[config.mk]
export PLATFORM = sky130hd
export DESIGN_NAME = mux_8_rr_arbiter_flat
export DESIGN_NICKNAME = d
export VERILOG_FILES = /design/src/rtl/mux_8_rr_arbiter_pkg.sv /design/src/rtl/mux_8_rr_arbiter_if.sv /design/src/rtl/mux_8_rr_arbiter_mux_8.sv /design/src/rtl/mux_8_rr_arbiter.sv /design/src/flat_wrapper.sv
export SDC_FILE = /design/constraint.sdc
export NUM_CORES = 1
export LEC_CHECK = 0
export BUFFER_PORTS_ARGS = -buffer_cell sky130_fd_sc_hd__buf_2
export CAP_MARGIN = 0
export CORE_UTILIZATION = 49
export DETAILED_ROUTE_END_ITERATION = 6
export PLACE_DENSITY_LB_ADDON = 0.05
export SYNTH_ARGS = -nofsm -noshare
export SYNTH_HDL_FRONTEND = slang
export SYNTH_SLANG_ARGS = --single-unit
export TNS_END_PERCENT = 20
[constraint.sdc]
create_clock -name clk_i -period 3.4 [get_ports clk_i]
set_input_delay 0.17 -clock clk_i [delete_from_list [all_inputs] [get_ports clk_i]]
set_output_delay 0.17 -clock clk_i [all_outputs]
set_load 0.005 [all_outputs]
[src/rtl/mux_8_rr_arbiter_pkg.sv]
// rtl/mux_8_rr_arbiter_pkg.sv - shared constants, state encoding and round-robin pick for the 8-way arbiter
package mux_arb_pkg;

  localparam int N_REQ     = 8;
  localparam int SEL_WIDTH = 3;

  typedef enum logic {
    IDLE   = 1'b0,
    LOCKED = 1'b1
  } arb_state_t;

  // First requesting index at or after ptr, wrapping modulo N_REQ.
  function automatic logic [SEL_WIDTH-1:0] rr_pick(input logic [N_REQ-1:0]     req,
                                                   input logic [SEL_WIDTH-1:0] ptr);
    logic [SEL_WIDTH-1:0] idx;
    logic                 found;
    rr_pick = ptr;
    found   = 1'b0;
    for (int i = 0; i < N_REQ; i++) begin
      idx = ptr + SEL_WIDTH'(i);
      if (!found && req[idx]) begin
        rr_pick = idx;
        found   = 1'b1;
      end
    end
  endfunction

endpackage

[src/rtl/mux_8_rr_arbiter_if.sv]
// rtl/mux_8_rr_arbiter_if.sv - requester/sink handshake bundle between the arbiter and its environment
interface mux_8_rr_arbiter_if #(
  parameter int DATA_WIDTH = 8
) ();
  import mux_arb_pkg::*;

  logic [N_REQ-1:0]            req_valid_i;
  logic [N_REQ-1:0]            req_last_i;
  logic [N_REQ*DATA_WIDTH-1:0] req_data_i;
  logic [N_REQ-1:0]            req_ready_o;
  logic                        m_valid_o;
  logic                        m_last_o;
  logic [DATA_WIDTH-1:0]       m_data_o;
  logic                        m_ready_i;
  logic [SEL_WIDTH-1:0]        select_o;
  logic [N_REQ-1:0]            grant_o;
  logic                        busy_o;

  modport slave (
    input  req_valid_i, req_last_i, req_data_i, m_ready_i,
    output req_ready_o, m_valid_o, m_last_o, m_data_o, select_o, grant_o, busy_o
  );

  modport master (
    output req_valid_i, req_last_i, req_data_i, m_ready_i,
    input  req_ready_o, m_valid_o, m_last_o, m_data_o, select_o, grant_o, busy_o
  );

endinterface

[src/rtl/mux_8_rr_arbiter_mux_8.sv]
// rtl/mux_8_rr_arbiter_mux_8.sv - purely combinational 8:1 data mux
module mux_8 #(
  parameter int DATA_WIDTH = 8
) (
  input  logic [2:0]            select_i,
  input  logic [DATA_WIDTH-1:0] data_0_i,
  input  logic [DATA_WIDTH-1:0] data_1_i,
  input  logic [DATA_WIDTH-1:0] data_2_i,
  input  logic [DATA_WIDTH-1:0] data_3_i,
  input  logic [DATA_WIDTH-1:0] data_4_i,
  input  logic [DATA_WIDTH-1:0] data_5_i,
  input  logic [DATA_WIDTH-1:0] data_6_i,
  input  logic [DATA_WIDTH-1:0] data_7_i,
  output logic [DATA_WIDTH-1:0] data_o
);

  always_comb begin
    data_o = data_0_i;
    case (select_i)
      3'd1:    data_o = data_1_i;
      3'd2:    data_o = data_2_i;
      3'd3:    data_o = data_3_i;
      3'd4:    data_o = data_4_i;
      3'd5:    data_o = data_5_i;
      3'd6:    data_o = data_6_i;
      3'd7:    data_o = data_7_i;
      default: data_o = data_0_i;
    endcase
  end

endmodule

[src/rtl/mux_8_rr_arbiter.sv]
// rtl/mux_8_rr_arbiter.sv - round-robin packet arbiter steering one 8:1 mux to a single valid/ready sink
module mux_8_rr_arbiter
  import mux_arb_pkg::*;
#(
  parameter int DATA_WIDTH = 8,
  parameter int MAX_BEATS  = 16
) (
  input  logic             clk_i,
  input  logic             rst_i,
  mux_8_rr_arbiter_if.slave bus
);

  localparam logic [0:0] ST_IDLE   = 1'(IDLE);
  localparam logic [0:0] ST_LOCKED = 1'(LOCKED);
  localparam logic [7:0] LAST_BEAT = 8'(MAX_BEATS - 1);

  logic [0:0]           state_q, state_d;
  logic [SEL_WIDTH-1:0] ptr_q, ptr_d;
  logic [SEL_WIDTH-1:0] sel_q, sel_d;
  logic [N_REQ-1:0]     grant_q, grant_d;
  logic [7:0]           beat_cnt_q, beat_cnt_d;

  logic locked;
  logic cur_valid;
  logic cur_last;
  logic beat;

  always_comb begin
    locked    = (state_q == ST_LOCKED);
    cur_valid = bus.req_valid_i[sel_q];
    cur_last  = bus.req_last_i[sel_q];
    beat      = locked & cur_valid & bus.m_ready_i;

    state_d    = state_q;
    ptr_d      = ptr_q;
    sel_d      = sel_q;
    grant_d    = grant_q;
    beat_cnt_d = beat_cnt_q;

    case (state_q)
      ST_IDLE: begin
        if (|bus.req_valid_i) begin
          sel_d      = rr_pick(bus.req_valid_i, ptr_q);
          grant_d    = N_REQ'(1) << sel_d;
          beat_cnt_d = 8'd0;
          state_d    = ST_LOCKED;
        end
      end
      default: begin
        // The burst cap releases without touching m_last_o; the packet resumes on a later grant.
        if (beat) begin
          if (cur_last || (beat_cnt_q == LAST_BEAT)) begin
            state_d    = ST_IDLE;
            grant_d    = '0;
            ptr_d      = sel_q + SEL_WIDTH'(1);
            beat_cnt_d = 8'd0;
          end else begin
            beat_cnt_d = beat_cnt_q + 8'd1;
          end
        end
      end
    endcase
  end

  always_ff @(posedge clk_i or posedge rst_i) begin
    if (rst_i) begin
      state_q    <= ST_IDLE;
      ptr_q      <= '0;
      sel_q      <= '0;
      grant_q    <= '0;
      beat_cnt_q <= '0;
    end else begin
      state_q    <= state_d;
      ptr_q      <= ptr_d;
      sel_q      <= sel_d;
      grant_q    <= grant_d;
      beat_cnt_q <= beat_cnt_d;
    end
  end

  assign bus.m_valid_o   = locked & cur_valid;
  assign bus.m_last_o    = locked & cur_valid & cur_last;
  assign bus.req_ready_o = (locked && bus.m_ready_i) ? (N_REQ'(1) << sel_q) : '0;
  assign bus.select_o    = sel_q;
  assign bus.grant_o     = grant_q;
  assign bus.busy_o      = locked;

  logic [DATA_WIDTH-1:0] mux_data;

  mux_8 #(
    .DATA_WIDTH (DATA_WIDTH)
  ) u_mux_8 (
    .select_i (sel_q),
    .data_0_i (bus.req_data_i[0*DATA_WIDTH +: DATA_WIDTH]),
    .data_1_i (bus.req_data_i[1*DATA_WIDTH +: DATA_WIDTH]),
    .data_2_i (bus.req_data_i[2*DATA_WIDTH +: DATA_WIDTH]),
    .data_3_i (bus.req_data_i[3*DATA_WIDTH +: DATA_WIDTH]),
    .data_4_i (bus.req_data_i[4*DATA_WIDTH +: DATA_WIDTH]),
    .data_5_i (bus.req_data_i[5*DATA_WIDTH +: DATA_WIDTH]),
    .data_6_i (bus.req_data_i[6*DATA_WIDTH +: DATA_WIDTH]),
    .data_7_i (bus.req_data_i[7*DATA_WIDTH +: DATA_WIDTH]),
    .data_o   (mux_data)
  );

  assign bus.m_data_o = mux_data;

endmodule

[src/flat_wrapper.sv]
// flat-port wrapper written by rule: the top's interface ports become plain ports
module mux_8_rr_arbiter_flat import mux_arb_pkg::*;
#(
  parameter int DATA_WIDTH = 8,
  parameter int MAX_BEATS  = 16
)
  (clk_i, rst_i, bus_req_valid_i, bus_req_last_i, bus_req_data_i, bus_m_ready_i, bus_req_ready_o, bus_m_valid_o, bus_m_last_o, bus_m_data_o, bus_select_o, bus_grant_o, bus_busy_o);
  mux_8_rr_arbiter_if #(.DATA_WIDTH(DATA_WIDTH)) bus_i ();
  input  logic clk_i;
  input  logic rst_i;
  input wire logic [$bits(bus_i.req_valid_i)-1:0] bus_req_valid_i;
  input wire logic [$bits(bus_i.req_last_i)-1:0] bus_req_last_i;
  input wire logic [$bits(bus_i.req_data_i)-1:0] bus_req_data_i;
  input wire logic [$bits(bus_i.m_ready_i)-1:0] bus_m_ready_i;
  output wire logic [$bits(bus_i.req_ready_o)-1:0] bus_req_ready_o;
  output wire logic [$bits(bus_i.m_valid_o)-1:0] bus_m_valid_o;
  output wire logic [$bits(bus_i.m_last_o)-1:0] bus_m_last_o;
  output wire logic [$bits(bus_i.m_data_o)-1:0] bus_m_data_o;
  output wire logic [$bits(bus_i.select_o)-1:0] bus_select_o;
  output wire logic [$bits(bus_i.grant_o)-1:0] bus_grant_o;
  output wire logic [$bits(bus_i.busy_o)-1:0] bus_busy_o;
  assign bus_i.req_valid_i = bus_req_valid_i;
  assign bus_i.req_last_i = bus_req_last_i;
  assign bus_i.req_data_i = bus_req_data_i;
  assign bus_i.m_ready_i = bus_m_ready_i;
  assign bus_req_ready_o = bus_i.req_ready_o;
  assign bus_m_valid_o = bus_i.m_valid_o;
  assign bus_m_last_o = bus_i.m_last_o;
  assign bus_m_data_o = bus_i.m_data_o;
  assign bus_select_o = bus_i.select_o;
  assign bus_grant_o = bus_i.grant_o;
  assign bus_busy_o = bus_i.busy_o;
  mux_8_rr_arbiter #(.DATA_WIDTH(DATA_WIDTH), .MAX_BEATS(MAX_BEATS)) u_core (.clk_i(clk_i), .rst_i(rst_i), .bus(bus_i));
endmodule
==> Word-level counts from Yosys, hierarchy flattened <==
Cells that the tools add are included.
{ "word_totals": {"reg_bits": 23, "in_bits": 83, "out_inout_bits": 30, "word_cells": 125} }
{ "op_classes": {"n_addsub": 9, "order_cmp": 9, "n_eq_ne": 10, "shift": 2, "n_mux": 64, "n_bitwise": 4, "reduce_logical": 22} }
{ "op_table": {"columns": ["operator", "count"], "rows": [
  ["2-to-1 mux 8 bit", 9],
  ["case mux 8 bit (7 select lines)", 1],
  ["less-than comparator 3 x 4 -> 1 bit, second input constant", 9],
  ["2-to-1 mux 1 bit", 35],
  ["binary-select mux 1 bit (select 3 bit)", 10],
  ["2-to-1 mux 3 bit", 9],
  ["<< shifter 1 x 3 -> 8 bit, first input constant", 2],
  ["adder 3 bit, second input constant", 4],
  ["== test 3 bit, second input constant", 4],
  ["adder 8 x 1 -> 8 bit, second input constant", 1],
  ["== test 8 x 4 -> 1 bit, second input constant", 1],
  ["logical AND 1 bit", 8],
  ["OR reduction 8 bit", 1],
  ["logical NOT 1 bit", 7],
  ["adder 3 x 1 -> 3 bit, second input constant", 2],
  ["adder 3 x 2 -> 3 bit, second input constant", 2],
  ["== test 3 x 2 -> 1 bit, second input constant", 2],
  ["AND reduction 3 bit", 2],
  ["inequality test 2 bit, second input constant", 2],
  ["AND reduction 2 bit", 2],
  ["bitwise AND 1 bit", 3],
  ["== test 3 x 1 -> 1 bit, second input constant", 1],
  ["nonzero test 2 bit", 1],
  ["logical OR 1 bit", 1],
  ["NOT 1 bit", 1]
]} }

==> Logic depth before layout (Yosys ltp) <==
Gate-level depths: netlist of run 1.
{ "depth": {"ltp_word": 43, "mapped_depth": 11, "mapped_depth_nobuf": 9} }

==> Hierarchy <==
A second synthesis of run 1 with hierarchy kept.
{ "hier_totals": {"cells_unflattened": 281, "area_unflattened_um2": 2882.8} }
{ "modules_own_cells": {"columns": ["mod", "instances", "cells_each", "area_each_um2", "seq_area_each_um2"], "rows": [
  ["mux_8_rr_arbiter", 1, 242, 2314.7, 575.6],
  ["mux_8", 1, 39, 568.0, 0.0]
]} }

==> Least setup slack after synthesis of run 1 <==
Ideal clock, no wire load.
{ "synth_timing": {"kind": "register to register", "start": "register u_core.ptr_q[0]", "end": "register u_core.grant_q[4] (netlist: u_core.bus.grant_o[4])", "setup_ns": 0.095, "arrival_time_ns": 2.868, "t_required_ns": 3.305, "setup_slack_ns": 0.437, "stages_incl_launch_ff": 12, "path_buffers": 2, "period_less_slack_ns": 2.963, "cell_sequence": "dfrtp_1 buf_6 inv_2 ha_1 buf_6 mux2i_1 mux4_2 o32ai_2 a211o_1 nand4_2 a221o_1 o31ai_1"} }
{ "synth_via": {"elab_chain_cells": 43, "word_cells_on_any_way": 70, "cone_classes": "add/sub (7); shift (1); mux (48); reduce/logical (14)"} }
{ "synth_lines": {"columns": ["element", "line", "text"], "rows": [
  ["start, declared", "mux_8_rr_arbiter.sv:18", "logic [SEL_WIDTH-1:0] ptr_q, ptr_d;"],
  ["start signal, assigned", "mux_8_rr_arbiter.sv:74", "ptr_q <= ptr_d;"],
  ["binary-select mux 1 bit (select 3 bit)", "mux_8_rr_arbiter_pkg.sv:21", "if (!found && req[idx]) begin"],
  ["2-to-1 mux 1 bit (implied by the code)", "mux_8_rr_arbiter_pkg.sv:21", null],
  ["2-to-1 mux 1 bit", "mux_8_rr_arbiter_pkg.sv:21", null],
  ["2-to-1 mux 1 bit", "mux_8_rr_arbiter.sv:42", "if (|bus.req_valid_i) begin"],
  ["2-to-1 mux 1 bit", "mux_8_rr_arbiter.sv:40", "case (state_q)"],
  ["logical NOT 1 bit", "mux_8_rr_arbiter_pkg.sv:21", null],
  ["logical AND 1 bit", "mux_8_rr_arbiter_pkg.sv:21", null],
  ["2-to-1 mux 1 bit", "mux_8_rr_arbiter_pkg.sv:21", null],
  ["[27 not listed]", null, null],
  ["logical NOT 1 bit", "mux_8_rr_arbiter_pkg.sv:21", null],
  ["logical AND 1 bit", "mux_8_rr_arbiter_pkg.sv:21", null],
  ["2-to-1 mux 3 bit (*)", "mux_8_rr_arbiter_pkg.sv:21", null],
  ["2-to-1 mux 3 bit (*)", "mux_8_rr_arbiter.sv:42", null],
  ["2-to-1 mux 3 bit (*)", "mux_8_rr_arbiter.sv:40", null],
  ["<< shifter 1 x 3 -> 8 bit (*)", "mux_8_rr_arbiter.sv:44", "grant_d = N_REQ'(1) << sel_d;"],
  ["2-to-1 mux 8 bit (*)", "mux_8_rr_arbiter.sv:42", null],
  ["2-to-1 mux 8 bit (*)", "mux_8_rr_arbiter.sv:40", null],
  ["end signal, assigned", "mux_8_rr_arbiter.sv:76", "grant_q <= grant_d;"],
  ["end, declared", "mux_8_rr_arbiter.sv:20", "logic [N_REQ-1:0] grant_q, grant_d;"]
]} }
Mark *: on every way between the ends. The rest lies on a longest branch, timed or not. The select of a mux whose other input is x is not followed.
A chain may end at the register's enable or synchronous reset.

==> Worst setup path after layout of run 1 <==
Same ends and word-level chain as after synthesis.

==> impl_summary.txt, run 1 <==
----------------------------------------------------
[Run status]
  Outcome ... complete, no violations

[STA]
  Final count of hold timing violations ... 0
  Setup total negative slack ... 0 ns
  Final hold slack ... just over 0.07 ns
  Finish-stage setup viols ... 0
  Worst path setup slack after routing ... 0.2797 ns
  Final period utilization ... between 90% and 100%
  Max-Slew Margin vs Limit ... 41.10%
  Final number of max-transition violations ... 0
  Achievable frequency ... 320.5 MHz
  Setup repair after global routing missed its margin ... no
  Transition at the pin with the smallest max-transition slack ... a little under 0.9 ns
  Final period demand of the worst path ... between 3 and 4 ns
  Clk_skew ... 0.001944 ns

[Yosys]
  Number of distinct library cell variants in the gate-level netlist after synthesis ... between 60 and 70
  Register bit count reported by yosys ... 23
  Most common flop cell mapped by yosys ... sky130_fd_sc_hd__dfrtp_1
  Area share of the largest cell type after synthesis ... a little over a fifth
  Post-synthesis instance total ... ~280
  Dominant cells by area after synthesis ... sky130_fd_sc_hd__dfrtp_1 22%, sky130_fd_sc_hd__mux4_2 9.5%, sky130_fd_sc_hd__mux2_2 5.2%, sky130_fd_sc_hd__mux2i_1 4.6%, sky130_fd_sc_hd__ha_1 4.3%
  Number of enable flip-flop cells after synthesis ... 0
  Synth warnings ... 0
  Sequential share of the synthesized area ... 22.00%
  Share of async-settable or async-resettable flops after synthesis ... between 90% and 100%
  Synthesized area divided by synthesized cell count ... 9.445 um2
  Leading area contributor after synthesis ... sky130_fd_sc_hd__dfrtp_1
  Synthesized net count ... ~370
  Syn Std Cell Area ... roughly 2600 um2

[Placed design]
  Buffers added on ports ... around 110
  Gpl congestion ... 0.9197
  Cells after DPL ... 450
  Detailed placer's ending HPWL ... around 6000 um
  Placement Setup Slack ... 0.1841 ns

[Final layout]
  Final net count ... 477
  Share of cells above drive strength 1 ... ~44%
  Synth-to-layout area growth ... 24.87%
  Fin util ... a little under two thirds
  Number of cells in the finished layout apart from fillers ... between 400 and 500
  Number of filler cells placed in the layout ... about 460
  Total inserted antenna cells ... 0

[Hold path]
  Hold WC Path Type ... input pin to asynchronous set/reset pin

[Detailed routing]
  First-pass iteration count of the detailed router ... 7
  DRT met1 WL ... 3241 um
  Met2 WL ... between 3000 and 4000 um
  DRC ... 0
  Length of routed met3 wiring ... 587 um
  Uppermost layer routed ... met4
  Routed via count divided by cell count ... a little over 6
  Avg WL per Cell ... roughly 17 um
  Detail Route Antenna Nets ... 0
  Wire length after detailed routing ... slightly below 8000 um
  Count of routing violations after the opening detailed-route iteration ... between 150 and 200
  Routed vias ... between 2000 and 3000

[Die]
  Die area ... approximately 5600 um2
  Top-Level Pins ... approximately 110
  Starting density of the core ... between 50% and 60%
  Die Height ... approximately 75 um
  Site Rows ... 26
  Core region area ... just over 5000 um2
  Die extent in x ... about 75 um

[CTS]
  Clock tree buffer depth ... 2
  Number of sinks on the clock net ... 23
  CTS buffer count ... 3
  CTS tree ... yes
  Htree depth ... 1
  Number of buffers inserted by hold repair at cts ... 0
  Root Buffer ... sky130_fd_sc_hd__clkbuf_8
  Clock insertion delay at the later pin of the skew report ... 0.27 ns
  Clock input transition at the sequential cells of the worst setup and hold paths ... 0.09 ns

[GRT]
  Vias in the first global route ... between 2000 and 3000
  Initial antenna violation count ... 0
  GR Util All Layers ... roughly 28%
  First-pass GRT wire length ... approximately 12000 um
  Grt ovf ... 0
  Pin count of the biggest net entering global routing ... 24

[Power]
  Leakage power ... about 1.5 nW
  Share of power burned in the clock network ... roughly 5.4%
  Fraction of power consumed by sequential logic ... 13.7%
  Largest vdd supply drop ... between 0.7 and 0.8 mV
  Pwr Density ... 1016 nW/um2
  Share of total power in combinational logic ... 80.9%
  Sw Share ... between 50% and 60%
  Cell-internal power ... 1.641 mW
  NetSw ... 1.678 mW

[Setup path]
  Worst reg2reg setup slack ... 0.28 ns
  Reg2reg path depth ... 9
  Startpoint kind of the worst setup timing path ... register
  Critical path arrival ... between 3 and 4 ns
  Required time worst endpoint ... approximately 3.6 ns
  Type of element capturing the critical path ... register
  WS Path Type ... register to register
  Max FO, Critical Path ... 11
  Worst r2r dst ... u_core.bus.grant_o[4]
  Reg-to-Reg Start ... u_core.ptr_q[0]

[Run]
  Max-capacitance violation count ... 0

----------------------------------------------------
-- worst max path at each step --
| stage | startpoint | to | slack (ns) | depth (start not counted) |
|---|---|---|---|---|
| after global placement | u_core.ptr_q[0] | u_core.bus.grant_o[5] | 0.33 | 9 |
| final | u_core.ptr_q[0] | u_core.bus.grant_o[4] | 0.28 | 9 |
| after detailed placement | u_core.ptr_q[0] | u_core.bus.grant_o[4] | 0.18 | 9 |
| after CTS | u_core.ptr_q[0] | u_core.bus.grant_o[4] | 0.15 | 9 |
| after global routing | u_core.ptr_q[0] | u_core.bus.grant_o[4] | 0.10 | 9 |
| after floorplan | u_core.ptr_q[0] | u_core.bus.grant_o[4] | 0.44 | 11 |
-- cells in the mapped netlist (8+ instances only) --
| master | n |
|---|---|
| sky130_fd_sc_hd__a221oi_1 | 10 |
| sky130_fd_sc_hd__a222oi_1 | 8 |
| sky130_fd_sc_hd__clkbuf_1 | 8 |
| sky130_fd_sc_hd__dfrtp_1 | 23 |
| sky130_fd_sc_hd__ha_1 | 9 |
| sky130_fd_sc_hd__inv_1 | 10 |
| sky130_fd_sc_hd__mux2_2 | 12 |
| sky130_fd_sc_hd__mux2i_1 | 12 |
| sky130_fd_sc_hd__mux4_2 | 11 |
| sky130_fd_sc_hd__nand2_1 | 30 |
| sky130_fd_sc_hd__nor2_1 | 16 |
| sky130_fd_sc_hd__o21ai_0 | 14 |
| sky130_fd_sc_hd__o31ai_1 | 8 |
-- critical path, cell delays in order, from the launching register on --
cell and delay (ns):
sky130_fd_sc_hd__dfrtp_1 0.37, sky130_fd_sc_hd__inv_2 0.09, sky130_fd_sc_hd__ha_2 0.50, sky130_fd_sc_hd__mux2i_1 0.18
sky130_fd_sc_hd__mux4_2 0.57, sky130_fd_sc_hd__o32ai_2 0.34, sky130_fd_sc_hd__a211o_1 0.16, sky130_fd_sc_hd__nand4_2 0.12
sky130_fd_sc_hd__a221o_1 0.40, sky130_fd_sc_hd__o31ai_1 0.29
-- final cells by class --
| type | instances | area [um2] | share of cell area (%) |
|---|---|---|---|
| multi-input combinational | 226 | 1899 | 58.14 |
| timing repair buffer | 118 | 605.6 | 18.54 |
| sequential | 23 | 575.6 | 17.62 |
| tap | 70 | 87.58 | 2.681 |
| inverter | 13 | 50.05 | 1.532 |
| clock buffer | 3 | 41.29 | 1.264 |
| clock inverter | 1 | 7.507 | 0.2298 |
-- flip-flops by register name (all words and copies together), names as in the netlist --
signal and count:
u_core.beat_cnt_q 8, u_core.bus.busy_o 1, u_core.bus.grant_o 8, u_core.bus.select_o 3
u_core.ptr_q 3
-- logic make-up (layout without fill, tap and decap cells) --
kind of cell / count (synthesis) / in the layout / synth area share (%)
and+or+nand+nor: 92 / 92 / 19.32
AOI/OAI and AO/OA: 77 / 77 / 22.86
muxes: 42 / 42 / 23.72
buffers and inverters: 28 / 135 / 5.500
DFF: 23 / 23 / 22.00
adders and majority gates: 9 / 9 / 4.304
xor gates and xnor gates: 6 / 6 / 2.296
-- power by group through the flow --
stage | sequential (mW) | clock (mW) | combinational [mW]
after CTS | 0.458 | 0.182 | 2.66
after global routing | 0.474 | 0.193 | 2.92
after detailed placement | 0.464 | 0 | 2.64
after floorplan | 0.430 | 0 | 2.02
after global placement | 0.460 | 0 | 2.62
final | 0.456 | 0.179 | 2.68
-- per-stage QoR --
stage	cell area, um2	total power [mW]
4_1_cts	3264	3.303
6_report	3267	3.319
3_5_place_dp	3216	3.106
5_1_grt	3267	3.591
3_3_place_gp	3216	3.084
2_1_floorplan	2616	2.448
-- cell usage in the layout (no fill, tap or decap), drive strengths merged, types with 9 or more instances in the layout --
master	count
mux2i	14
mux4	13
inv	12
o21ai	19
buf	118
dfrtp	23
nand2	30
nor2	16
mux2	15
ha	9
a221oi	11
-- routing by layer --
metal  vias up  global-route usage [%]
met5         -                       0
met4         0                   11.11
met3        23                   4.685
met2       124                   49.85
met1      1294                   33.19
li1       1303                       -
-- repair_timing --
| action | in CTS | in global routing |
|---|---|---|
| endpoints found under the setup margin | 0 | 5 |
| setup buffers | 0 | 0 |
| endpoints found under the hold margin | 0 | 0 |
| gates resized for setup | 0 | 1 |
Note: power is estimated with default switching activity, not from simulation.
==> inputs of run 2 (changes only) <==
--- a/config.mk
+++ b/config.mk
@@ -7,10 +7,12 @@
 export LEC_CHECK = 0
 export BUFFER_PORTS_ARGS = -buffer_cell sky130_fd_sc_hd__buf_2
 export CAP_MARGIN = 0
-export CORE_UTILIZATION = 49
+export CORE_ASPECT_RATIO = 0.75
+export CORE_UTILIZATION = 50
 export DETAILED_ROUTE_END_ITERATION = 6
 export PLACE_DENSITY_LB_ADDON = 0.05
 export SYNTH_ARGS = -nofsm -noshare
 export SYNTH_HDL_FRONTEND = slang
+export SYNTH_HIERARCHICAL = 1
 export SYNTH_SLANG_ARGS = --single-unit
 export TNS_END_PERCENT = 20
==> impl_summary.txt, run 2 <==
----------------------------------------------------
[Run status]
  Outcome ... complete, no violations

[Yosys]
  Synthesized net count ... 373 (+1.1%)
  Most common flop cell mapped by yosys ... sky130_fd_sc_hd__dfrtp_1
  Adder-Cell Fraction of Synth Area ... 3.906% (-0.40 points)
  Number of distinct library cell variants in the gate-level netlist after synthesis ... 59 (-12%)
  Area share of the largest cell type after synthesis ... 19.97% (-2.0 points)
  Register bit count reported by yosys ... 23 (unchanged)
  Share of the synthesized area in compound gates (AO/OA/AOI/OAI) ... 17.06% (-5.8 points)
  Post-synthesis share of cell area spent on and, or, nand and nor gates ... 14.50% (-4.8 points)
  Number of enable flip-flop cells after synthesis ... 0 (unchanged)
  Synthesized area divided by synthesized cell count ... 10.26 um2 (+8.6%)
  Post-synthesis instance total ... 281 (+1.4%)
  Share of async-settable or async-resettable flops after synthesis ... 100.0% (unchanged)
  Dominant combinational cell family by area after synthesis ... multiplexers
  Syn Std Cell Area ... 2883 um2 (+10%)
  Sequential share of the synthesized area ... 19.97% (-2.0 points)
  Share of synthesized area spent on multiplexers ... 37.67% (+14 points)
  Dominant cells by area after synthesis ... sky130_fd_sc_hd__dfrtp_1 20%, sky130_fd_sc_hd__mux4_1 14%, sky130_fd_sc_hd__mux4_2 12%, sky130_fd_sc_hd__mux2i_1 5.9%, sky130_fd_sc_hd__nand2_1 4.4%
  Leading area contributor after synthesis ... sky130_fd_sc_hd__dfrtp_1
  Synth warnings ... 6 (+6)
  Top-count cell post-synth ... sky130_fd_sc_hd__nand2_1
  Xor/xnor share of the synthesized area ... 1.519% (-0.78 points)
  Top cells by count, synth ... 34 x sky130_fd_sc_hd__nand2_1, 23 x sky130_fd_sc_hd__dfrtp_1, 19 x sky130_fd_sc_hd__nor2_1

[Die]
  Die area ... 6076 um2 (+7.8%)
  Top-Level Pins ... 113 (unchanged)
  Site Rows ... 23 (-12%)
  Die extent in x ... 89.68 um (+19%)
  Core region area ... 5439 um2 (+5.8%)
  Starting density of the core ... 53.00% (+2.1 points)
  Die Height ... 67.76 um (-9.7%)

[Final layout]
  Final net count ... 480 (+0.63%)
  Number of cells in the finished layout apart from fillers ... 462 (+1.8%)
  Synth-to-layout area growth ... 23.26%
  Most common cell after layout, fill and taps aside ... sky130_fd_sc_hd__buf_2
  Final standard cell area without fillers ... 3553 um2 (+8.8%)
  Total inserted antenna cells ... 0 (unchanged)
  Number of filler cells placed in the layout ... 444 (-4.3%)
  Commonest cells after routing, fill and taps aside ... 112 x sky130_fd_sc_hd__buf_2, 34 x sky130_fd_sc_hd__nand2_1, 23 x sky130_fd_sc_hd__dfrtp_1, 19 x sky130_fd_sc_hd__nor2_1, 16 x sky130_fd_sc_hd__mux2i_1
  Share of cells above drive strength 1 ... 42.38% (-1.9 points)

[Setup path]
  Startpoint kind of the worst setup timing path ... register
  Max FO, Critical Path ... 6 (-5)
  Critical path arrival ... 3.38 ns (+0.09 ns)
  Required time worst endpoint ... 3.57 ns (about the same)
  WS Path Type ... register to register
  Type of element capturing the critical path ... register
  Reg2reg path depth ... 9 (unchanged)

[GRT]
  First-pass GRT wire length ... 13220 um (+10%)
  Pin count of the biggest net entering global routing ... 26 (+8.3%)
  Initial antenna violation count ... 0 (unchanged)
  GR Util All Layers ... 28.52% (+0.66 points)
  Grt ovf ... 0 (unchanged)
  Vias in the first global route ... 2639 (+0.84%)

[Placed design]
  Gpl congestion ... 0.8959 (-2.6%)
  Cells after DPL ... 458 (+1.8%)
  Total cell area at the placement stage ... 3491 um2 (+8.6%)
  Detailed placer's ending HPWL ... 6487 um (+7.3%)
  Buffers added on ports ... 112 (unchanged)

[Detailed routing]
  Length of routed met3 wiring ... 793 um (+35%)
  Routed via count divided by cell count ... 6.247 (+3.4%)
  Uppermost layer routed ... met4
  First-pass iteration count of the detailed router ... 5 (-2)
  Met2 WL ... 3698 um (-3.8%)
  DRC ... 0 (unchanged)
  Routed vias ... 2886 (+5.2%)
  Wire length after detailed routing ... 8457 um (+7.0%)
  DRT met1 WL ... 3922 um (+21%)
  Count of routing violations after the opening detailed-route iteration ... 181 (+18%)
  Detail Route Antenna Nets ... 0 (unchanged)
  Avg WL per Cell ... 18.31 um (+5.1%)

[STA]
  Transition at the pin with the smallest max-transition slack ... 0.8966 ns (+0.01399 ns)
  Final count of hold timing violations ... 0 (unchanged)
  Final period demand of the worst path ... 3.213 ns (+0.09300 ns)
  Final period utilization ... 94.51% (+2.7 points)
  Setup repair after global routing missed its margin ... no
  Setup total negative slack ... 0 ns (unchanged)
  Clk_skew ... 0.002343 ns (+0.0003989 ns)
  Achievable frequency ... 311.2 MHz (-2.9%)
  Final number of max-transition violations ... 0 (unchanged)
  Finish-stage setup viols ... 0 (unchanged)
  Max-Slew Margin vs Limit ... 40.16% (-0.93 points)

[CTS]
  Clock input transition at the sequential cells of the worst setup and hold paths ... 0.08 ns (about the same)
  CTS tree ... yes
  Number of sinks on the clock net ... 23 (unchanged)
  Count of buffers added by post-CTS timing repair for setup ... 0 (unchanged)
  Clock insertion delay at the later pin of the skew report ... 0.26 ns (about the same)
  Root Buffer ... sky130_fd_sc_hd__clkbuf_8
  Htree depth ... 1 (unchanged)
  CTS buffer count ... 3 (unchanged)
  Clock tree buffer depth ... 2 (unchanged)

[Power]
  Total power ... 3.234 mW (-2.6%)
  Largest vdd supply drop ... 0.4746 mV (-33%)
  Pwr Density ... 910.2 nW/um2 (-10%)
  Leakage power ... 1.667 nW (+8.8%)

[Run]
  Max-capacitance violation count ... 0 (unchanged)

[Hold path]
  Hold WC Path Type ... input pin to asynchronous set/reset pin

----------------------------------------------------
-- run 2: repair_timing --
item,in CTS,in global routing
hold buffers,0,0
resized for setup,0,4
setup endpoints to repair,0,9
-- run 2: kinds of logic after synthesis --
logic type / after synthesis
AO/OA/AOI/OAI: 66
XOR/XNOR: 5
adder cells (fa/ha/maj): 9
buffers and inverters: 30
flip-flops: 23
multiplexers: 61
AND/OR/NAND/NOR: 87
-- run 2: worst paths after layout --
| check | startpoint | endpoint | slack (ns) |
|---|---|---|---|
| worst min-delay path | rst_i | u_core/beat_cnt_q[7] | 0.09 |
| worst min register to register | u_core/bus.grant_o[0] | u_core/bus.grant_o[0] | 0.49 |
| min in group clk_i | bus_m_ready_i | u_core/beat_cnt_q[4] | 0.33 |
| worst max register to register | u_core/ptr_q[1] | u_core/bus.grant_o[3] | 0.19 |
| worst max-delay path | u_core/ptr_q[1] | u_core/bus.grant_o[3] | 0.19 |
| max in group asynchronous | rst_i | u_core/beat_cnt_q[2] | 2.77 |
-- run 2: final cells by class --
class                           count  area [um2]  share of cell area [%]
Clock buffer                        3       41.29                   1.162
Clock inverter                      1       5.005                  0.1408
Inverter                           11       41.29                   1.162
Multi-Input combinational cell    228        2168                   61.02
Sequential cell                    23       575.6                   16.20
Tap cell                           75       93.84                   2.641
Timing Repair Buffer              121       628.1                   17.68
-- run 2: power by group --
group / total [mW] / internal, mW / leakage (nW) / switching, mW
Clock: 0.169 / 0.0817 / 0.0255 / 0.0868
Combinational: 2.60 / 1.19 / 1.34 / 1.41
Sequential: 0.469 / 0.347 / 0.305 / 0.122
Total: 3.23 / 1.62 / 1.67 / 1.61
-- run 2: critical path, stage by stage, from the launching register on --
cell	delay, ns
sky130_fd_sc_hd__dfrtp_1	0.35
sky130_fd_sc_hd__inv_1	0.06
sky130_fd_sc_hd__ha_2	0.43
sky130_fd_sc_hd__mux4_2	0.52
sky130_fd_sc_hd__mux2i_1	0.30
sky130_fd_sc_hd__a22oi_2	0.21
sky130_fd_sc_hd__nor4_4	0.46
sky130_fd_sc_hd__nand2_1	0.16
sky130_fd_sc_hd__a32o_1	0.35
sky130_fd_sc_hd__o31ai_1	0.27
-- run 2: metrics by stage --
step / util (%) / hold slack, ns / worst slack (ns)
floorplan: - / 0.1719 / 0.2912
global placement: 64.18 / 0.3901 / 0.2820
detailed placement: 64.18 / 0.3907 / 0.1040
CTS: 65.03 / 0.09901 / 0.08854
global route: 65.33 / 0.1636 / 0.01611
finish: 65.33 / 0.08912 / 0.1867
-- run 2: routing by layer --
layer	vias up	global-route usage, %
li1	1336	-
met1	1401	42.47
met2	141	43.47
met3	8	5.501
met4	0	4.762
met5	-	0
